**src/rtl/uart_tx_pkg.sv**
```systemverilog
// rtl/uart_tx_pkg.sv - shared state encoding and TX output-mux select codes
// Purpose: one place for the frame-sequencer state encoding and the select
//          codes that the sequencer drives and the TX output mux decodes.
// Ports:   none (package).
package uart_tx_pkg;

  typedef enum logic [2:0] {
    IDLE   = 3'd0,
    START  = 3'd1,
    DATA   = 3'd2,
    PARITY = 3'd3,
    STOP   = 3'd4
  } state_t;

  // Output-mux select codes: START drives 0, STOP/IDLE drives 1,
  // DATA drives the serializer bit, PAR drives the parity bit.
  localparam logic [1:0] MUX_START = 2'd0;
  localparam logic [1:0] MUX_STOP  = 2'd1;
  localparam logic [1:0] MUX_DATA  = 2'd2;
  localparam logic [1:0] MUX_PAR   = 2'd3;

endpackage

```
**src/rtl/uart_tx_fsm.sv**
```systemverilog
// rtl/uart_tx_fsm.sv - UART transmit frame sequencer (START, DATA, PARITY, STOP)
// Purpose: accepts a byte handshake and steps the TX datapath through one
//          frame. Owns BUSY; no data passes through this block.
// Ports:
//   CLK        in  clock, rising edge
//   RST        in  asynchronous active-low reset
//   Data_Valid in  host strobe, frame data present on the datapath bus
//   PAR_EN     in  parity enable, sampled only when a frame is accepted
//   Ser_Done   in  serializer last-bit flag, cross-checked against cnt
//   Ser_Load   out serializer load pulse (combinational, IDLE & Data_Valid)
//   Ser_En     out serializer shift enable, high in every DATA cycle
//   Mux_Sel    out TX mux select (see uart_tx_pkg)
//   BUSY       out frame in progress, first START cycle to last STOP cycle
//   Frame_Err  out sticky Ser_Done/bit-count disagreement, cleared by reset
module uart_tx_fsm
  import uart_tx_pkg::*;
#(
  parameter int DATA_WIDTH = 8
) (
  input  logic       CLK,
  input  logic       RST,
  input  logic       Data_Valid,
  input  logic       PAR_EN,
  input  logic       Ser_Done,
  output logic       Ser_Load,
  output logic       Ser_En,
  output logic [1:0] Mux_Sel,
  output logic       BUSY,
  output logic       Frame_Err
);

  localparam int CW = $clog2(DATA_WIDTH + 1);
  localparam logic [CW-1:0] LAST = CW'(DATA_WIDTH - 1);

  state_t        state;
  logic [CW-1:0] cnt;
  logic          par_en_q;
  logic          last_bit;

  assign last_bit = (cnt == LAST);

  // Gated by RST so no load pulse escapes while reset holds the block in IDLE.
  assign Ser_Load = RST & (state == IDLE) & Data_Valid;

  // Outputs are loaded together with the state they belong to, so they are
  // registered yet always consistent with the current state.
  always_ff @(posedge CLK or negedge RST) begin
    if (!RST) begin
      state     <= IDLE;
      cnt       <= '0;
      par_en_q  <= 1'b0;
      Ser_En    <= 1'b0;
      Mux_Sel   <= MUX_STOP;
      BUSY      <= 1'b0;
      Frame_Err <= 1'b0;
    end else begin
      case (state)
        IDLE: begin
          if (Data_Valid) begin
            state    <= START;
            par_en_q <= PAR_EN;
            cnt      <= '0;
            Mux_Sel  <= MUX_START;
            BUSY     <= 1'b1;
          end
        end
        START: begin
          state   <= DATA;
          Mux_Sel <= MUX_DATA;
          Ser_En  <= 1'b1;
        end
        DATA: begin
          // The sequence is paced by the internal count only; Ser_Done is
          // just checked, never waited on.
          if (Ser_Done != last_bit) Frame_Err <= 1'b1;
          if (last_bit) begin
            Ser_En <= 1'b0;
            if (par_en_q) begin
              state   <= PARITY;
              Mux_Sel <= MUX_PAR;
            end else begin
              state   <= STOP;
              Mux_Sel <= MUX_STOP;
            end
          end else begin
            cnt <= cnt + 1'b1;
          end
        end
        PARITY: begin
          state   <= STOP;
          Mux_Sel <= MUX_STOP;
        end
        STOP: begin
          state   <= IDLE;
          Mux_Sel <= MUX_STOP;
          BUSY    <= 1'b0;
        end
        default: begin
          state   <= IDLE;
          Ser_En  <= 1'b0;
          Mux_Sel <= MUX_STOP;
          BUSY    <= 1'b0;
        end
      endcase
    end
  end

endmodule

```
**config.mk**
```make
export PLATFORM = sky130hd
export DESIGN_NAME = uart_tx_fsm
export DESIGN_NICKNAME = d
export VERILOG_FILES = /design/src/rtl/uart_tx_pkg.sv /design/src/rtl/uart_tx_fsm.sv
export SDC_FILE = /design/constraint.sdc
export NUM_CORES = 1
export LEC_CHECK = 0
export BUFFER_PORTS_ARGS = -buffer_cell sky130_fd_sc_hd__buf_4
export CORE_MARGIN = 1
export CORE_UTILIZATION = 52
export DETAILED_ROUTE_END_ITERATION = 7
export PLACE_DENSITY = 0.74
export SYNTH_ARGS = -nofsm -noshare
export SYNTH_HDL_FRONTEND = slang
export SYNTH_SLANG_ARGS = --single-unit
```
**constraint.sdc**
```tcl
create_clock -name CLK -period 1.7 [get_ports CLK]
set_input_delay 0.34 -clock CLK [delete_from_list [all_inputs] [get_ports CLK]]
set_output_delay 0.34 -clock CLK [all_outputs]
set_load 0.01 [all_outputs]
```
==> out/results.txt, run 1 <==
status - finished clean
H-tree depth - 1
FF+latch count, synth - 13
CP bufs+invs - 3
Fmax - 0.6043 GHz
core area - 1171 sq um
Placement Cell Area - 770.7 sq um
max-slew violations - 0
Synth Area per Inst - 10.41 sq um
Yosys cell types - 36
DP HPWL - 977.2 um
FFs w/ async S/R, synth - 1.000
period utilisation layout - 0.9733
Max IR drop VDD - 901.3 uV
CP Depth - 4
gr usage total - 0.2556
clock latency at the later pin of the worst-skew pair - 280 ps
Vias/cell - 5.907
first-pass GRT wire length - 2380 um
Post-Syn Area - 686.9 sq um
most used cell, CP - buf_4
worst path cell trace - dlygate4sd3_1, buf_4, and2_1, buf_4
Row Count - 12
WP data required - 1360 ps
vias - 573
Worst-path clk slew - 80 ps
Warnings, synthesis - 0
leak pwr - 0.0003919 uW
Min Clock Period, post-route - 1655 ps
Inserted Clock Buffers - 3
Detail Route Antenna Nets - 0
clock buffer depth - 2
crit-path max FO - 3
max incr delay on CP - 550 ps
Setup CP Type - input port to output port
share of post-route cells with drive strength above 1 - 0.2892
antenna fix cells - 0
Final Hold Viols - 0
vias in the first global route - 515
post-route insts no fill - 97
Hold Crit Depth - 3
Final Instance Area - 840.8 sq um
Post-Route WL - 1532 um
hold slack - 265.7 ps
Max Clock Skew - 1.443 ps
Post-synth EDFFs - 0
IO Pins - 11
pwr dens - 1885 nW/um^2
CP endpoint kind - output port
# fillers - 87
critical path's top delay family - buffers and inverters
IO Port Bufs - 10
Synth-to-Final Area Change - 22.40%
Pre-antenna DRT Iters - 4
Starting Density - 0.5865
Hold Crit Class - input port to flip-flop
die width - 38.35 um
setup violators final - 0
dpl cells - 89
syn_nets - 72
RePlAce Congestion - 0.7629
Least-Margin Pin Slew - 532.1 ps
RSZ-0062 raised after global routing - false
die area - 1470 sq um
sequential element share of the synthesized area - 0.4754
area taken by multi-input logic gates - 334.1 sq um
Startpoint Class - input port
largest net degree at the start of global routing - 13
Crit-path slowest cell - dlygate4sd3_1
Remaining DRCs - 0
Routed WL per cell - 15.79 um
Max-slew headroom - 0.6441
GR Overflow Total - 0
Nets - 90
DR iter-0 viols - 13
final setup TNS - 0 ps
initial antenna violation count - 0
Clock Tree Root - clkbuf_4
crit path DAT - 1310 ps
CTS tree - built
clock sink count - 13
Die Ht - 38.35 um
Register Area - 326.6 sq um
Synth Instances - 66
ys flop type - dfrtp_1
Max Cap Viol - 0
r2r worst-path depth - 5
==> Yosys cell counts (2+ instances only) <==
cell type,n,area (sq um)
a21oi_1,7,35.03
dfrtp_1,12,300.3
nor2_1,4,15.01
o21ai_0,4,20.02
nand3_1,2,10.01
nand2_1,4,15.01
nand3b_1,2,15.01
buf_6,2,22.52
a22o_1,2,17.52
==> worst reg2reg max path: stages, from the launching register on <==
cell and delay, ps:
dfrtp_1 420, buf_4 150, buf_4 150, or3b_4 400, nor4_1 280, a211o_1 140
==> worst paths after layout <==
check / from / end / slack (ps)
max in group asynchronous: RST / Ser_En$_DFFE_PN0P_ / 190
worst max-delay path: RST / Ser_Load / 50
min in group asynchronous: RST / Mux_Sel[0]$_DFFE_PN1P_ / 570
worst max register to register: state[2]$_DFFE_PN0P_ / cnt[3]$_DFFE_PN0P_ / 100
worst min-delay path: PAR_EN / par_en_q$_DFFE_PN0P_ / 270
worst min register to register: Frame_Err$_DFFE_PN0P_ / Frame_Err$_DFFE_PN0P_ / 460
==> cells by family after synthesis <==
group,synth area share
AND/OR/NAND/NOR,0.2550
buffers and inverters,0.05098
AO/OA/AOI/OAI,0.1712
adder cells (fa/ha/maj),0.01821
flip-flops,0.4754
multiplexers,0.01639
XOR/XNOR,0.01275
==> stage by stage <==
step                      worst slack, ps    util  total power, uW
after global placement              248.6  0.6581             1275
after detailed placement            209.5  0.6581             1318
after floorplan                     326.2       -             1112
after global routing                22.34  0.7179             1702
after CTS                           55.63  0.7115             1554
final                               45.32  0.7179             1585
==> layout by cell type, fill, tap and decap left out <==
cell / netlist / routed
or3b_4: 1 / 1
or4_1: 1 / 1
buf_4: 0 / 15
a22o_1: 2 / 2
and3_1: 1 / 1
clkbuf_1: 1 / 1
nand3b_1: 2 / 2
and3b_1: 1 / 1
a21o_1: 1 / 1
dfstp_2: 1 / 1
o21ba_1: 1 / 1
o21ai_1: 1 / 1
a22oi_1: 1 / 1
a211o_1: 1 / 1
nand2b_1: 1 / 1
dfrtp_1: 12 / 12
or2_2: 1 / 1
nor3b_4: 1 / 1
nor4b_4: 0 / 1
nand2_1: 4 / 4
nor3b_1: 1 / 1
mux2_2: 1 / 1
o21ai_0: 4 / 4
nor2_1: 4 / 4
or2b_1: 1 / 1
and2b_1: 1 / 1
xnor2_1: 1 / 1
clkbuf_4: 0 / 3
ha_1: 1 / 1
nor3_1: 1 / 1
dlygate4sd3_1: 0 / 2
inv_1: 1 / 1
nor4_1: 1 / 1
nand3_1: 2 / 2
a31oi_1: 1 / 1
and2_1: 1 / 1
a21oi_1: 7 / 7
==> registers in the layout, indices dropped and copies added (netlist names) <==
name / flops
BUSY: 1
Frame_Err: 1
Mux_Sel: 2
Ser_En: 1
cnt: 4
par_en_q: 1
state: 3
==> cell type report <==
| type | count | area share |
|---|---|---|
| Sequential cell | 13 | 0.3884 |
| Timing Repair Buffer | 17 | 0.1577 |
| Multi-Input combinational cell | 48 | 0.3973 |
| Inverter | 1 | 0.004464 |
| Tap cell | 14 | 0.02083 |
| Clock buffer | 4 | 0.03125 |
==> where the power goes <==
group | total (uW) | internal (uW) | leakage, uW | switching (uW)
combinational | 820 | 416 | 0.000223 | 404
clock | 201 | 91.3 | 0.0000150 | 109
sequential | 564 | 446 | 0.000154 | 118
total | 1580 | 954 | 0.000392 | 631
==> metal layers <==
layer | GRT usage | share of wire | vias to the layer above
met3 | 0.08721 | 0.059 | 5
met2 | 0.3941 | 0.49 | 20
li1 | - | - | 274
met1 | 0.3271 | 0.43 | 274
met5 | 0 | 0 | -
met4 | 0.1034 | 0.015 | 0
==> repair_timing <==
item,in CTS,in global routing
resized for setup,1,0
cloned,0,0
hold buffers,2,0
setup buffers,1,1
hold endpoints to repair,12,0
pin swaps,1,0
setup endpoints to repair,1,1
No activity file was read; power rests on OpenSTA's default activity.
==> run 2, diff against run 1 <==
--- a/config.mk
+++ b/config.mk
@@ -9,7 +9,9 @@
 export CORE_MARGIN = 1
 export CORE_UTILIZATION = 52
 export DETAILED_ROUTE_END_ITERATION = 7
+export HOLD_SLACK_MARGIN = 0.05
 export PLACE_DENSITY = 0.74
+export REMOVE_ABC_BUFFERS = 1
 export SYNTH_ARGS = -nofsm -noshare
 export SYNTH_HDL_FRONTEND = slang
 export SYNTH_SLANG_ARGS = --single-unit
==> out/results.txt, run 2 (synthesized netlist as in run 1, its figures left out) <==
status - finished clean (unchanged)
Clock Tree Root - clkbuf_4 (unchanged)
CP endpoint kind - output port (unchanged)
Worst-path clk slew - 80 ps (about the same)
CP bufs+invs - 3 (unchanged)
combinational share of power - 0.522 (was 0.518)
# fillers - 86 (was 87)
WP data required - 1360 ps (about the same)
Inserted Clock Buffers - 3 (unchanged)
most used cell, CP - buf_4 (unchanged)
CTS tree - built (unchanged)
hold slack - 261.7 ps (was 265.7 ps)
Max-slew headroom - 0.6294 (was 0.6441)
die width - 38.35 um (unchanged)
sequential fraction of design power - 0.356 (about the same)
Vias/cell - 5.804 (was 5.907)
clock latency at the later pin of the worst-skew pair - 270 ps (was 280 ps)
clock sink count - 13 (unchanged)
share of post-route cells with drive strength above 1 - 0.2892 (unchanged)
RePlAce Congestion - 0.8194 (was 0.7629)
setup violators final - 0 (unchanged)
max incr delay on CP - 530 ps (was 550 ps)
gr usage total - 0.2448 (was 0.2556)
Row Count - 12 (unchanged)
Max IR drop VDD - 993.5 uV (was 901.3 uV)
area taken by multi-input logic gates - 334.1 sq um (unchanged)
critical path's top delay family - buffers and inverters (unchanged)
most frequent cells in the layout - buf_4 (15), dfrtp_1 (12), a21oi_1 (7) (unchanged)
IO Pins - 11 (unchanged)
Switch Pwr - 617.0 uW (was 630.7 uW)
crit-path max FO - 3 (unchanged)
Min Clock Period, post-route - 1631 ps (was 1655 ps)
antenna fix cells - 0 (unchanged)
final setup TNS - 0 ps (unchanged)
Routed WL per cell - 15.23 um (was 15.79 um)
Setup CP Type - input port to output port (unchanged)
Least-Margin Pin Slew - 554.0 ps (was 532.1 ps)
worst path cell trace - dlygate4sd3_1, buf_4, and2_1, buf_4 (unchanged)
Max Cap Viol - 0 (unchanged)
Max Clock Skew - 1.310 ps (was 1.443 ps)
crit path DAT - 1290 ps (was 1310 ps)
vias - 563 (was 573)
max reg flops - 4 (unchanged)
clock buffer depth - 2 (unchanged)
initial antenna violation count - 0 (unchanged)
Hold Crit Start - PAR_EN (unchanged)
Fmax - 0.6131 GHz (was 0.6043 GHz)
H-tree depth - 1 (unchanged)
period utilisation layout - 0.9595 (was 0.9733)
Remaining DRCs - 0 (unchanged)
DR iter-0 viols - 12 (was 13)
final core occ - 0.7179 (unchanged)
Synth-to-Final Area Change - 22.40% (unchanged)
die area - 1470 sq um (unchanged)
max-slew violations - 0 (unchanged)
Switching Share - 0.3907 (was 0.3980)
dpl cells - 90 (was 89)
most common cell after layout, fill and taps aside - buf_4 (unchanged)
DP HPWL - 998.8 um (was 977.2 um)
IO Port Bufs - 10 (unchanged)
Detail Route Antenna Nets - 0 (unchanged)
P_int - 962.3 uW (was 953.9 uW)
RSZ-0062 raised after global routing - false (unchanged)
Final Power - 1579 uW (was 1585 uW)
Die Ht - 38.35 um (unchanged)
pwr dens - 1878 nW/um^2 (was 1885 nW/um^2)
largest register by flop count - cnt (unchanged)
reg2reg start - state[0]$_DFFE_PN0P_ (was state[2]$_DFFE_PN0P_)
Startpoint Class - input port (unchanged)
Clock power frac - 0.122 (was 0.127)
Nets - 90 (unchanged)
Final Hold Viols - 0 (unchanged)
largest net degree at the start of global routing - 13 (unchanged)
Crit-path slowest cell - dlygate4sd3_1 (unchanged)
post-route insts no fill - 97 (unchanged)
Hold Crit Class - input port to flip-flop (unchanged)
leak pwr - 0.0003916 uW (was 0.0003919 uW)
Pre-antenna DRT Iters - 4 (unchanged)
core area - 1171 sq um (unchanged)
first-pass GRT wire length - 2366 um (was 2380 um)
largest registers - cnt x4, state x3, Mux_Sel x2 (unchanged)
GR Overflow Total - 0 (unchanged)
Register Area - 326.6 sq um (unchanged)
vias in the first global route - 477 (was 515)
Starting Density - 0.5865 (unchanged)
Worst setup startpoint - RST (unchanged)
Post-Route WL - 1477 um (was 1532 um)
[run 2: cell counts in the layout (fill, tap and decap cells not counted)]
No cell type changed its count.
[run 2: final cells by class]
cell class,count,share of cell area
Timing Repair Buffer,17,0.1577
Multi-Input combinational cell,48,0.3973
Inverter,1,0.004464
Clock buffer,4,0.03125
Tap cell,14,0.02083
Sequential cell,13,0.3884
[run 2: worst min-delay path: stages]
cell	delay [ps]
buf_4	70
nand2_1	30
o21ai_0	50
[run 2: power by group through the flow]
stage,sequential (uW),clock [uW],combinational [uW]
final,562,193,824
after global routing,577,210,906
after CTS,561,195,811
after detailed placement,556,0,786
after global placement,540,0,769
after floorplan,605,0,451
[run 2: layer usage]
layer | global-route usage | vias up | share of wire
li1 | - | 270 | -
met1 | 0.3383 | 268 | 0.46
met2 | 0.3686 | 21 | 0.48
met3 | 0.04651 | 4 | 0.055
met4 | 0.1121 | 0 | 0.013
met5 | 0 | - | 0
[run 2: path summary, 6_finish.rpt]
path / slack, ps / cells past startpoint / to
min in group asynchronous: 550 / 2 / Mux_Sel[0]$_DFFE_PN1P_
worst min-delay path: 260 / 3 / par_en_q$_DFFE_PN0P_
worst max register to register: 190 / 4 / cnt[0]$_DFFE_PN0P_
worst max-delay path: 70 / 4 / Ser_Load
worst min register to register: 470 / 1 / Frame_Err$_DFFE_PN0P_
max in group asynchronous: 180 / 3 / state[1]$_DFFE_PN0P_
[run 2: repair_timing]
action	CTS	global route
setup endpoints to repair	1	0
buffers inserted	1	0
hold endpoints to repair	12	0
hold buffers	2	0
gates resized for setup	1	0
[run 2: stage by stage]
stage	cell area, sq um	worst slack, ps
after floorplan	655.6	246.6
after global placement	778.2	251.2
after detailed placement	778.2	232.4
after CTS	840.8	68.26
after global routing	840.8	8.056
final	840.8	68.84
